===== config.mk =====
export PLATFORM = sky130hd
export DESIGN_NAME = acc_seq_ctrl
export DESIGN_NICKNAME = d
export VERILOG_FILES = /design/src/rtl/acc_seq_ctrl.sv
export SDC_FILE = /design/constraint.sdc
export NUM_CORES = 1
export LEC_CHECK = 0
export ABC_AREA = 1
export CELL_PAD_IN_SITES_DETAIL_PLACEMENT = 1
export CELL_PAD_IN_SITES_GLOBAL_PLACEMENT = 1
export CORE_AREA = 2 2 51 53
export CTS_CLUSTER_DIAMETER = 40
export DETAILED_ROUTE_END_ITERATION = 12
export DIE_AREA = 0 0 53 55
export PLACE_DENSITY_LB_ADDON = 0.08
export SETUP_SLACK_MARGIN = 0.05
export SLEW_MARGIN = 10
export SYNTH_ARGS = -nofsm -noshare
export SYNTH_HDL_FRONTEND = slang
export SYNTH_SLANG_ARGS = --single-unit

===== constraint.sdc =====
create_clock -name c -period 1.85 [get_ports c]
set_input_delay 0.2775 -clock c [delete_from_list [all_inputs] [get_ports c]]
set_output_delay 0.2775 -clock c [all_outputs]
set_load 0.05 [all_outputs]

===== src/rtl/acc_seq_ctrl.sv =====
// ---------------------------------------------------------------------------
// acc_seq_ctrl
//   Sequencer for the add/load/display datapath. A start pulse in IDLE clears
//   the accumulator and programs an operand count. Operands are then accepted
//   over a dv/dr handshake, and each accepted operand is added into the
//   accumulator. The run ends with a one-cycle done pulse. The running sum
//   feeds the 7-segment decoder.
//
//   Optional feature: define ACC_SEQ_SAT_EN to saturate the accumulator at
//   all-ones on carry-out. When it is undefined, the sum wraps modulo 2**W.
//
// Ports:
//   c      in   clock, rising edge
//   rn     in   synchronous active-low reset
//   start  in   begin a run (only looked at in IDLE)
//   n      in   [CW] operand count, sampled with start (0 = empty run)
//   d      in   [W]  operand data
//   dv     in   operand valid
//   dr     out  operand ready (high only in ACC)
//   sum    out  [W] accumulator, registered
//   ovf    out  sticky carry-out flag for the current run
//   busy   out  high in ACC and DONE
//   done   out  one-cycle completion pulse
// ---------------------------------------------------------------------------
module acc_seq_ctrl #(
  parameter int W  = 4,
  parameter int CW = 4
) (
  input  logic          c,
  input  logic          rn,
  input  logic          start,
  input  logic [CW-1:0] n,
  input  logic [W-1:0]  d,
  input  logic          dv,
  output logic          dr,
  output logic [W-1:0]  sum,
  output logic          ovf,
  output logic          busy,
  output logic          done
);

  typedef enum logic [1:0] {
    ST_IDLE = 2'd0,
    ST_ACC  = 2'd1,
    ST_DONE = 2'd2
  } state_t;

  localparam logic [CW-1:0] CNT_ZERO = {CW{1'b0}};
  localparam logic [CW-1:0] CNT_ONE  = {{(CW-1){1'b0}}, 1'b1};
  localparam logic [W-1:0]  SUM_ZERO = {W{1'b0}};
  localparam logic [W-1:0]  SUM_ONES = {W{1'b1}};

  state_t        state_r;
  logic [W-1:0]  sum_r;
  logic          ovf_r;
  logic [CW-1:0] cnt_r;
  logic          done_r;

  logic          xfer_s;
  logic [W:0]    add_s;
  logic [W-1:0]  sum_nxt_s;

  // Unsigned W+1-bit add; the top bit is the carry-out.
  function automatic logic [W:0] add_carry(input logic [W-1:0] a,
                                           input logic [W-1:0] b);
    return {1'b0, a} + {1'b0, b};
  endfunction

  // Transfer detect and next accumulator value (wrap or saturate).
  always_comb begin
    xfer_s    = (state_r == ST_ACC) && dv;
    add_s     = add_carry(sum_r, d);
    sum_nxt_s = add_s[W-1:0];
`ifdef ACC_SEQ_SAT_EN
    // Once the sum saturates, any further add also carries (or adds zero),
    // so the sum stays at all-ones for the rest of the run.
    if (add_s[W]) begin
      sum_nxt_s = SUM_ONES;
    end else begin
      sum_nxt_s = add_s[W-1:0];
    end
`endif
  end

  // Sequencer FSM with the accumulator, overflow flag, count and done pulse.
  always_ff @(posedge c) begin
    if (!rn) begin
      state_r <= ST_IDLE;
      sum_r   <= SUM_ZERO;
      ovf_r   <= 1'b0;
      cnt_r   <= CNT_ZERO;
      done_r  <= 1'b0;
    end else begin
      done_r <= 1'b0;
      case (state_r)
        ST_IDLE: begin
          if (start) begin
            sum_r <= SUM_ZERO;
            ovf_r <= 1'b0;
            if (n != CNT_ZERO) begin
              cnt_r   <= n;
              state_r <= ST_ACC;
            end else begin
              // Empty run: go straight to the completion pulse.
              done_r  <= 1'b1;
              state_r <= ST_DONE;
            end
          end else begin
            state_r <= ST_IDLE;
          end
        end
        ST_ACC: begin
          if (xfer_s) begin
            sum_r <= sum_nxt_s;
            ovf_r <= ovf_r | add_s[W];
            cnt_r <= cnt_r - CNT_ONE;
            if (cnt_r == CNT_ONE) begin
              done_r  <= 1'b1;
              state_r <= ST_DONE;
            end else begin
              state_r <= ST_ACC;
            end
          end else begin
            state_r <= ST_ACC;
          end
        end
        ST_DONE: begin
          state_r <= ST_IDLE;
        end
        default: begin
          state_r <= ST_IDLE;
        end
      endcase
    end
  end

  // dr and busy are decoded from the state register only, so there is no
  // combinational path from any input to an output.
  assign dr   = (state_r == ST_ACC);
  assign busy = (state_r != ST_IDLE);
  assign sum  = sum_r;
  assign ovf  = ovf_r;
  assign done = done_r;

endmodule

==> metrics, run 1 <==
outcome complete, no violations; register bit total from synthesis 11; Compound-Gate Fraction of Synth Area between 10% and 20%; crit path DAT approximately 1.5 ns; fraction of the mapped netlist area in adder cells between 10% and 20%; CP top delay family buffers and inverters; Clk pwr share about a quarter; post-synth cell types 15; CP max stage delay between 0.8 and 0.9 ns; # nets final around 140; H-tree levels 1; grt met3 use about 2.7%; clk sinks 11; Critical Path End Type primary output; GRT overflow 0; drt via density about 4.7; root buffer cell clkbuf_4; Max Slew Vio Count 0; mux contribution to synthesized area 0%; 1st-iter DRT viols 3; # Post-CTS Setup Buffers 0; most frequent cells in the layout nand2_1, inv_1, clkdlybuf4s50_1; syn_nets between 100 and 150; logic gate share of total power about a third; XOR/XNOR Fraction of Synth Area 0%; ant diodes 0; PwrDens approximately 700 nW/um^2; synthesized area per cell 6.85 um^2; kind of critical path reg2out; crit path cell chain clkdlybuf4s50_1; Post-Synth Simple-Gate Area 29.5%; core area ~2400 um^2; met2 usage around a quarter; overall die area 2920 um^2; # DRC 0; Power, Total 680 uW; initial antenna violation count 0; YS warnings 0; Hold Fails Final Rpt 0; Initial Util between 20 and 30%; DR vias 719; total global-route track usage 14.1%; HP Start ovf; commonest non-fill, non-tap cell in the layout nand2_1; # placed instances 150; num ports 20; DR WL/cell between 10 and 15 um; Seq pwr share approximately two fifths; share of layout cells above drive strength 1 about 8.1%; Max IR drop VDD about 0.00029 V; CTS Buffer Depth 2; Sw Ratio approximately 36%; Peak Freq 572 MHz; cts repair resizes 0; r2r startpoint sum[0]; Slew headroom about 66%; first-pass GRT wire length around 3 mm; Final GP Congestion between 0.6 and 0.7; final worst-path cycle share between 90% and 100%; sw power between 200 and 250 uW; CP Data Required Time approximately 1.6 ns; hold-fix buffers at CTS 0; Post-DP Area ~930 um^2; cell-internal power around 430 uW; largest net degree at the start of global routing 8; Clock Skew 0.000266 ns; clock-pin slew on the worst setup and hold paths ~0.070 ns; Post-Syn Area 692 um^2; Seq/Total Area, Yosys between 30% and 40%; fin crit period 1.75 ns; CP max-delay cell clkdlybuf4s50_1; CTS tree done; Slew @ Worst Pin between 0.5 and 0.6 ns; # Max-Cap Violations 0; final setup vio count 0; die height 55 um; worst-skew pair later-pin latency 0.27 ns; post-layout util 40.4%; Die X around 53 um; global route hottest layer met2; IO buf count 19; final WL between 1.5 and 2 mm; largest family of logic cells by synthesized area simple AND/OR/NAND/NOR gates; M1 GR Usage 14.9%; crit path from sum[1]; fin area between 900 and 1000 um^2; TritonCTS Buffers 3; setup ws final about 0.10 ns; Worst Path Max Fanout 4; critical path launch point type flop; Post-Syn Instances 101; Final ANT Viol Nets 0; Pre-antenna DRT Iters 3; Hold WC Path Type reg2reg; RSZ-0062 raised after global routing no; leakage power total roughly 0.44 nW; number of global-route vias before repair 710; row cnt 18; CP Buf/Inv Count 1; area delta synth->final 38.2%; Final Non-Filler Cells between 150 and 200; pre-CTS setup slack -0.00614 ns; DP Wirelength 1.46 mm
[final cells by class]
class                           count  area [um^2]
Fill cell                         301         1410
Clock buffer                        4         26.3
Sequential cell                    11          220
Timing Repair Buffer               19          200
Multi-Input combinational cell     72          404
Inverter                           18         67.6
Tap cell                           30         37.5
[flip-flops by register name (all words and copies together) (netlist names)]
name     flops
cnt_r        4
sum          4
state_r      2
ovf          1
[cell usage after synthesis]
library cell  number  area [um^2]
a21oi_1           13         65.1
dfxtp_1           11          220
fa_1               1         20.0
ha_1               6         75.1
inv_1             17         63.8
inv_2              1         3.75
nand2_1           23         86.3
nand2_2            1         6.26
nand2_4            1         11.3
nand3_1            9         45.0
nand4_1            3         18.8
nor2_1             5         18.8
nor2_4             1         11.3
o21ai_0            8         40.0
or2_2              1         6.26
[worst paths after layout]
check | endpoint | slack (ns) | cells past startpoint
setup / recovery | sum[1] | 0.10 | 1
hold reg to reg | ovf | 0.46 | 2
hold / removal | ovf | 0.46 | 2
setup reg to reg | ovf | 0.40 | 8
[power groups by stage]
stage	combinational [mW]	sequential, mW	clock, mW
finish	0.236	0.271	0.172
global route	0.265	0.274	0.184
CTS	0.241	0.272	0.179
detailed placement	0.239	0.278	0
global placement	0.239	0.277	0
floorplan	0.128	0.299	0
[cell families after synthesis]
logic type,count (synthesis)
adder cells (fa/ha/maj),7
flip-flops,11
buffers and inverters,18
AND/OR/NAND/NOR,44
AO/OA/AOI/OAI,21
[through the flow]
stage	hold slack (ns)	TNS [ns]
5_1_grt	0.490	0
3_3_place_gp	0.446	0
4_1_cts	0.462	0
6_report	0.455	0
2_1_floorplan	0.400	0
3_5_place_dp	0.451	-0.00614
[layer usage]
layer	wire (um)	vias up
li1	-	378
met1	758	321
met2	878	15
met3	81	5
met4	37	0
met5	0	-
[worst min-delay path, stage by stage, from the launching register on]
cell	delay [ns]
dfxtp_1	0.31
inv_1	0.05
a21oi_1	0.05
(Power assumes the default switching activity.)
==> run 2, diff against run 1 <==
--- a/config.mk
+++ b/config.mk
@@ -12,6 +12,7 @@
 export CTS_CLUSTER_DIAMETER = 40
 export DETAILED_ROUTE_END_ITERATION = 12
 export DIE_AREA = 0 0 53 55
+export HOLD_SLACK_MARGIN = 0.15
 export PLACE_DENSITY_LB_ADDON = 0.08
 export SETUP_SLACK_MARGIN = 0.05
 export SLEW_MARGIN = 10
==> results of run 2 <==
Final layout, timing and power as in run 1 (identical DEF).
==> run 3, diff against run 2 <==
--- a/config.mk
+++ b/config.mk
@@ -14,6 +14,7 @@
 export DIE_AREA = 0 0 53 55
 export HOLD_SLACK_MARGIN = 0.15
 export PLACE_DENSITY_LB_ADDON = 0.08
+export RECOVER_POWER = 50
 export SETUP_SLACK_MARGIN = 0.05
 export SLEW_MARGIN = 10
 export SYNTH_ARGS = -nofsm -noshare
==> metrics, run 3 (synthesis results as in run 1) <==
core area 2360 um^2 (unchanged); final setup vio count 0 (unchanged); crit path cell chain clkdlybuf4s50_1; Pre-antenna DRT Iters 3 (unchanged); CP max-delay cell clkdlybuf4s50_1; # nets final 144 (unchanged); # Max-Cap Violations 0 (unchanged); clock-pin slew on the worst setup and hold paths 0.07 ns (about the same); hold-fix buffers at CTS 0 (unchanged); CTS tree done; drt via density 4.66 (-0.28%); CP Data Required Time 1.57 ns (about the same); Critical Path End Type primary output; Final GP Congestion 0.689 (unchanged); DR vias 717 (-0.28%); largest net degree at the start of global routing 8 (unchanged); Die X 53 um (unchanged); Max IR drop VDD 0.000289 V (-1.4%); Sw Ratio 36.1% (-0.10 points); Peak Freq 571 MHz (about the same); cts repair resizes 0 (unchanged); Filler cells 303 (+0.66%); FF+latch area 220 um^2 (unchanged); TritonCTS Buffers 3 (unchanged); area of the multi-input gates 387 um^2 (-4.3%); final worst-path cycle share 94.6% (about the same); number of global-route vias before repair 710 (unchanged); Worst Path Max Fanout 4 (unchanged); DP Wirelength 1.46 mm (unchanged); Slew headroom 60.2% (-6.2 points); pre-CTS setup slack -0.00614 ns (unchanged); Seq pwr share 40.2% (+0.3 points); Max Slew Vio Count 0 (unchanged); total global-route track usage 14.1% (unchanged); Hold Fails Final Rpt 0 (unchanged); DR WL/cell 11.4 um (about the same); setup ws final 0.0998 ns (-0.000466 ns); Hold WC Path Type reg2reg; Clock Skew 0.000483 ns (+0.000217 ns); overall die area 2920 um^2 (unchanged); Clk pwr share 25.7% (+0.4 points); area delta synth->final 34.4%; root buffer cell clkbuf_4; outcome complete, no violations; 1st-iter DRT viols 4 (+1); CP Buf/Inv Count 1 (unchanged); initial antenna violation count 0 (unchanged); CP top delay family buffers and inverters; leakage power total 0.420 nW (-5.0%); Power, Total 672 uW (-1.2%); # DRC 0 (unchanged); # Post-CTS Setup Buffers 0 (unchanged); crit path DAT 1.47 ns (about the same); PwrDens 722 nW/um^2 (+1.6%); share of layout cells above drive strength 1 4.84% (-3.2 points); Slew @ Worst Pin 0.599 ns (+0.0960 ns); Post-DP Area 927 um^2 (unchanged); H-tree levels 1 (unchanged); worst-skew pair later-pin latency 0.27 ns (about the same); IO buf count 19 (unchanged); critical path launch point type flop; die height 55 um (unchanged); RSZ-0062 raised after global routing no; logic gate share of total power 34.1% (-0.6 points); total negative slack 0 ns (unchanged); first-pass GRT wire length 2.92 mm (unchanged); num ports 20 (unchanged); most frequent cells in the layout nand2_1, inv_1, clkdlybuf4s50_1; commonest non-fill, non-tap cell in the layout nand2_1; row cnt 18 (unchanged); fin crit period 1.75 ns (+0.000466 ns); fin area 930 um^2 (-2.7%); Final ANT Viol Nets 0 (unchanged); GRT overflow 0 (unchanged); ant diodes 0 (unchanged); sw power 242 uW (-1.4%); CTS Buffer Depth 2 (unchanged); kind of critical path reg2out; CP max stage delay 0.82 ns (about the same); final WL 1.75 mm (about the same); cell-internal power 429 uW (-1.0%); Initial Util 29.3% (unchanged); clk sinks 11 (unchanged)
[run 3: cell types whose count changed in the layout (fill, tap and decap cells not counted), sizes merged]
cell / change
clkbuf: +1
clkdlybuf4s50: -2
dlygate4sd3: +2
dlymetal6s2s: -1
[run 3: metal layers]
metal | global-route usage (%) | vias to the layer above | part of all wire [%]
met1 | 14.9 | 321 | 44
met3 | 2.69 | 5 | 4.3
met4 | 7.69 | 0 | 2.1
met5 | 0 | - | 0
met2 | 26.5 | 15 | 50
li1 | - | 376 | -
[run 3: cell type report]
type | instances | share of cell area, %
Tap cell | 30 | 4.04
Sequential cell | 11 | 23.7
Multi-Input combinational cell | 72 | 41.6
Inverter | 18 | 7.27
Clock buffer | 4 | 2.83
Timing Repair Buffer | 19 | 20.6
[run 3: final timing paths]
path | start | end | slack, ns | cells past startpoint
max | sum[1] | sum[1] | 0.1 | 1
min | ovf | ovf | 0.45 | 2
max reg2reg | sum[0] | ovf | 0.40 | 8
min reg2reg | ovf | ovf | 0.45 | 2
[run 3: worst min-delay path, stage by stage (launching register included)]
cell and delay, ns:
dfxtp_1 0.31, inv_1 0.05, a21oi_1 0.05
[run 3: through the flow]
step | hold WS, ns | std cells | util (%)
after floorplan | 0.400 | 101 | -
after global placement | 0.446 | 150 | 39.2
after detailed placement | 0.451 | 150 | 39.2
after CTS | 0.462 | 154 | 40.3
after global routing | 0.490 | 154 | 39.3
final | 0.455 | 154 | 39.3
[run 3: power by group through the flow]
stage	Clock (mW)	Sequential (mW)	Combinational, mW
6_report	0.172	0.270	0.229
5_1_grt	0.184	0.273	0.258
4_1_cts	0.179	0.272	0.241
3_5_place_dp	0	0.278	0.239
3_3_place_gp	0	0.277	0.239
2_1_floorplan	0	0.299	0.128
==> RTL change 1 (flow settings as in run 1) <==
`CW`: 4 -> 5.
--- a/src/rtl/acc_seq_ctrl.sv
+++ b/src/rtl/acc_seq_ctrl.sv
@@ -24,7 +24,7 @@
 // ---------------------------------------------------------------------------
 module acc_seq_ctrl #(
   parameter int W  = 4,
-  parameter int CW = 4
+  parameter int CW = 5
 ) (
   input  logic          c,
   input  logic          rn,
Interface: changed (resized n); port bits go from 20 to 21. No check against the original RTL was run, so the function may have changed too.
==> RTL change 1 against run 1 <==
  * Via count rose by 16%
  * Sequential cell count grew 1
  * Combinational power rose by 5%
  * Critical path depth stayed put
  * Clock power rose by 30%
  * Largest cell class unchanged
  * Synthesized area is 19% higher
  * Count of clock-buffer cells in the layout unchanged
  * Power is 13% higher
  * Setup slack better by 0.0062 ns
  * Sequential share of layout area down 1.1 points
  * Final cell count is 16% higher
  * Cell area up 15%
  * Routed wire length rose by 27%
==> RTL change 1: results (changes against run 1) <==
| Metric | Value |
|---|---|
| Dpl ws | `0.03949 ns (+0.04563 ns)` |
| CP max FO | `3 (-1)` |
| HP Start | `sum[3]$_SDFFE_PN0P_` |
| Met2 usage | `0.2958 (+0.03125)` |
| Largest register by flop count | `cnt_r` |
| 1st-pass router iterations | `4 (+1)` |
| 1st-iter DRT viols | `7 (+4)` |
| Detailed Place HPWL | `1797 um (+23%)` |
| GP Congestion | `0.7680 (+12%)` |
| Signal buf overhead | `0.1826 (-0.02678)` |
| Max IR drop VDD | `379.7 uV (+29%)` |
| Vias after detailed routing | `831 (+16%)` |
| Post-synth ARST share | `0 (unchanged)` |
| PortBufs | `20 (+1)` |
| Status | `finished, final reports clean` |
| Yosys top cell area share | `0.2922 (-0.02603)` |
| First-pass GRT wire length | `3608 um (+24%)` |
| Cell leakage power | `0.5504 nW (+25%)` |
| Synth cell types | `18 (+3)` |
| Fraction of area in multi-input gates | `0.4578 (+0.03499)` |
| Syn Nets | `145 (+21%)` |
| Worst Hold End | `sum[3]$_SDFFE_PN0P_` |
| Final core utilization | `0.4635 (+0.05926)` |
| Sequential area share after synthesis | `0.2922 (-0.02603)` |
| Total track usage | `0.1721 (+0.03114)` |
| Vias in the first global route | `816 (+15%)` |
| Comb_multi_in | `93 (+29%)` |
| Most frequent cells after synthesis | `35 x nand2_1, 18 x nor2_1, 17 x inv_1` |
| M1 GR Usage | `0.2250 (+0.07602)` |
| Post-synthesis xor/xnor area fraction | `0.01065 (+0.01065)` |
| Met3 wire len | `55 um (-32%)` |
| Slew @ Worst Pin | `0.5054 ns (+0.002581 ns)` |
| Register area | `240.2 um2 (+9.1%)` |
| Met3 Track Usage GR | `0.02419 (-0.002688)` |
| Fraction of layout instances using a drive strength above 1 | `0.1141 (+0.03345)` |
| Total Wirelength | `2221 um (+27%)` |
| Met2 wire length | `994 um (+13%)` |
| Worst Reg-to-Reg Cells | `6 (-2)` |
| Synth top area cells | `dfxtp_1 29%, nand2_1 16%, ha_1 9.1%` |
| Adder-cell share of the synthesized area | `0.1157 (-0.02175)` |
| Yosys reg bits | `12 (+1)` |
| Clock buf/inv share | `0.03311 (+0.005618)` |
| Filler cell count | `321 (+6.6%)` |
| Avg Cell Area, Syn | `6.576 um2 (-4.0%)` |
-- RTL change 1: cell types whose count changed after synthesis, moves of 2 or more --
cell,delta
nand3_2,+2
a21oi_2,+2
a21oi_1,-5
nor2_1,+13
nand3_1,+3
nand4_1,-3
nand2_1,+12
o21ai_0,-5
-- RTL change 1: what timing repair did --
item / in CTS / in global routing
resized for setup: 0 / 2
endpoints found under the setup margin: 0 / 2
hold endpoints to repair: 0 / 0
-- RTL change 1: cells by family after synthesis --
logic type | count (synthesis)
AOI/OAI and AO/OA | 14
xor gates and xnor gates | 1
adders and majority gates | 7
buffers and inverters | 20
DFF | 12
and+or+nand+nor | 71
-- RTL change 1: power by group --
| part | switching, mW | internal (mW) |
|---|---|---|
| clock | 0.104 | 0.120 |
| sequential | 0.0165 | 0.278 |
| combinational | 0.152 | 0.0956 |
| total | 0.272 | 0.493 |
==> RTL change 2 (flow settings as in run 1) <==
Without the edit above. Register the inputs `rn`, `start`, `n`, `d` and `dv` before use, without a reset. The logic sees them one clock later.
--- a/src/rtl/acc_seq_ctrl.sv
+++ b/src/rtl/acc_seq_ctrl.sv
@@ -50,6 +50,20 @@
   localparam logic [W-1:0]  SUM_ZERO = {W{1'b0}};
   localparam logic [W-1:0]  SUM_ONES = {W{1'b1}};
 
+  logic rn_q;
+  logic start_q;
+  logic [CW-1:0] n_q;
+  logic [W-1:0] d_q;
+  logic dv_q;
+
+  always_ff @(posedge c) begin
+    rn_q    <= rn;
+    start_q <= start;
+    n_q     <= n;
+    d_q     <= d;
+    dv_q    <= dv;
+  end
+
   state_t        state_r;
   logic [W-1:0]  sum_r;
   logic          ovf_r;
@@ -68,8 +82,8 @@
 
   // Transfer detect and next accumulator value (wrap or saturate).
   always_comb begin
-    xfer_s    = (state_r == ST_ACC) && dv;
-    add_s     = add_carry(sum_r, d);
+    xfer_s    = (state_r == ST_ACC) && dv_q;
+    add_s     = add_carry(sum_r, d_q);
     sum_nxt_s = add_s[W-1:0];
 `ifdef ACC_SEQ_SAT_EN
     // Once the sum saturates, any further add also carries (or adds zero),
@@ -84,7 +98,7 @@
 
   // Sequencer FSM with the accumulator, overflow flag, count and done pulse.
   always_ff @(posedge c) begin
-    if (!rn) begin
+    if (!rn_q) begin
       state_r <= ST_IDLE;
       sum_r   <= SUM_ZERO;
       ovf_r   <= 1'b0;
@@ -94,11 +108,11 @@
       done_r <= 1'b0;
       case (state_r)
         ST_IDLE: begin
-          if (start) begin
+          if (start_q) begin
             sum_r <= SUM_ZERO;
             ovf_r <= 1'b0;
-            if (n != CNT_ZERO) begin
-              cnt_r   <= n;
+            if (n_q != CNT_ZERO) begin
+              cnt_r   <= n_q;
               state_r <= ST_ACC;
             end else begin
               // Empty run: go straight to the completion pulse.
Check against the original RTL: not equivalent (a bounded check fails within 4 cycles, from zero or initial values).
==> RTL change 2 against run 1 <==
  * Core utilization up 10 points
  * Routed wire length up 8.9%
  * Setup slack improved by 0.0034 ns
  * Synthesized area up 35%
  * Largest cell class is now registers
  * Sequential cell count grew 11
  * Cell area rose by 26%
  * First-iteration DRC count increased by 130%
  * Maximum frequency up 0.19%
  * Worst hold slack lost 0.061 ns
  * Power up 46%
  * Combinational power is 16% lower
  * Die area stayed put
  * Sequential power grew 93%
==> RTL change 2: results (changes against run 1) <==
| Metric | Value |
|---|---|
| Hold depth | `1 (-1)` |
| Fraction of layout instances using a drive strength above 1 | `0.1278 (+0.04717)` |
| Detailed Place HPWL | `1516 um (+3.5%)` |
| Largest net degree at the start of global routing | `13 (+5)` |
| Met2 usage | `0.2500 (-0.01458)` |
| Post-route cell area | `1202 um2 (+26%)` |
| Fin Hold WS | `0.3937 ns (-0.06144 ns)` |
| Sequential area share after synthesis | `0.4712 (+0.1530)` |
| Met3 Track Usage GR | `0.02957 (+0.002688)` |
| Syn Nets | `129 (+7.5%)` |
| Nets | `153 (+6.3%)` |
| Worst Hold End | `d_q[3]$_DFF_P_` |
| Total track usage | `0.1564 (+0.01544)` |
| Status | `finished, final reports clean` |
| R2r setup slk | `0.34 ns (-0.06 ns)` |
| Clk slew on worst S/H paths | `0.13 ns (+0.06 ns)` |
| Net Switching | `0.2864 mW (+16%)` |
| Synth Area in Compound Gates | `0.09639 (-0.05551)` |
| 1st-pass router iterations | `4 (+1)` |
| Post-synthesis xor/xnor area fraction | `0.01874 (+0.01874)` |
| Dpl ws | `0.3959 ns (+0.4020 ns)` |
| Met2 wire length | `847 um (-3.5%)` |
| Total clock sinks | `22 (+11)` |
| Vias after detailed routing | `770 (+7.1%)` |
| Avg WL per Cell | `11.73 um (+2.9%)` |
| Max IR drop VDD | `517.0 uV (+76%)` |
| Signal buf overhead | `0.1613 (-0.04813)` |
| Worst min path class | `in2reg` |
| Synth top area cells | `dfxtp_1 47%, ha_1 8.0%, nand2_1 8.0%` |
| Clock skew | `0.009017 ns (+0.008752 ns)` |
| Logic power comb | `0.199 mW (-16%)` |
| Fraction of area in multi-input gates | `0.3590 (-0.06377)` |
| Synth Flop Type | `dfxtp_1` |
| Vias in the first global route | `745 (+4.9%)` |
| CP max FO | `2 (-2)` |
| Design Power | `0.9908 mW (+46%)` |
| Register area | `440.4 um2 (+100%)` |
| Met3 wire len | `94 um (+16%)` |
| First-pass GRT wire length | `3256 um (+12%)` |
| Adder-cell share of the synthesized area | `0.1017 (-0.03569)` |
| Filler cell count | `293 (-2.7%)` |
| GP Congestion | `0.7703 (+12%)` |
| Post_cts resized | `1 (+1)` |
| Slew @ Worst Pin | `0.5088 ns (+0.006010 ns)` |
| Synth cell types | `21 (+6)` |
| Clk_lat worst skew | `0.31 ns (+0.04 ns)` |
-- RTL change 2: cell count changes after synthesis, moves of 2 or more --
cell     before  now
o21ai_0       8    6
inv_1        17   12
nand2_1      23   20
dfxtp_1      11   22
inv_2         1    3
nand4_1       3    0
a21oi_1      13    9
nor2_1        5    9
xnor2_1       0    2
-- RTL change 2: worst max-delay path by stage --
stage | startpoint | depth (start not counted) | end | slack (ns)
3_3_place_gp | sum[0]$_SDFFE_PN0P_ | 1 | sum[0] | 0.43
3_5_place_dp | sum[0]$_SDFFE_PN0P_ | 6 | ovf$_SDFFE_PN0P_ | 0.40
5_1_grt | done$_SDFF_PN0_ | 1 | done | 0.06
2_1_floorplan | sum[0]$_SDFFE_PN0P_ | 6 | ovf$_SDFFE_PN0P_ | 0.12
6_report | done$_SDFF_PN0_ | 1 | done | 0.10
4_1_cts | sum[0]$_SDFFE_PN0P_ | 1 | sum[0] | 0.06
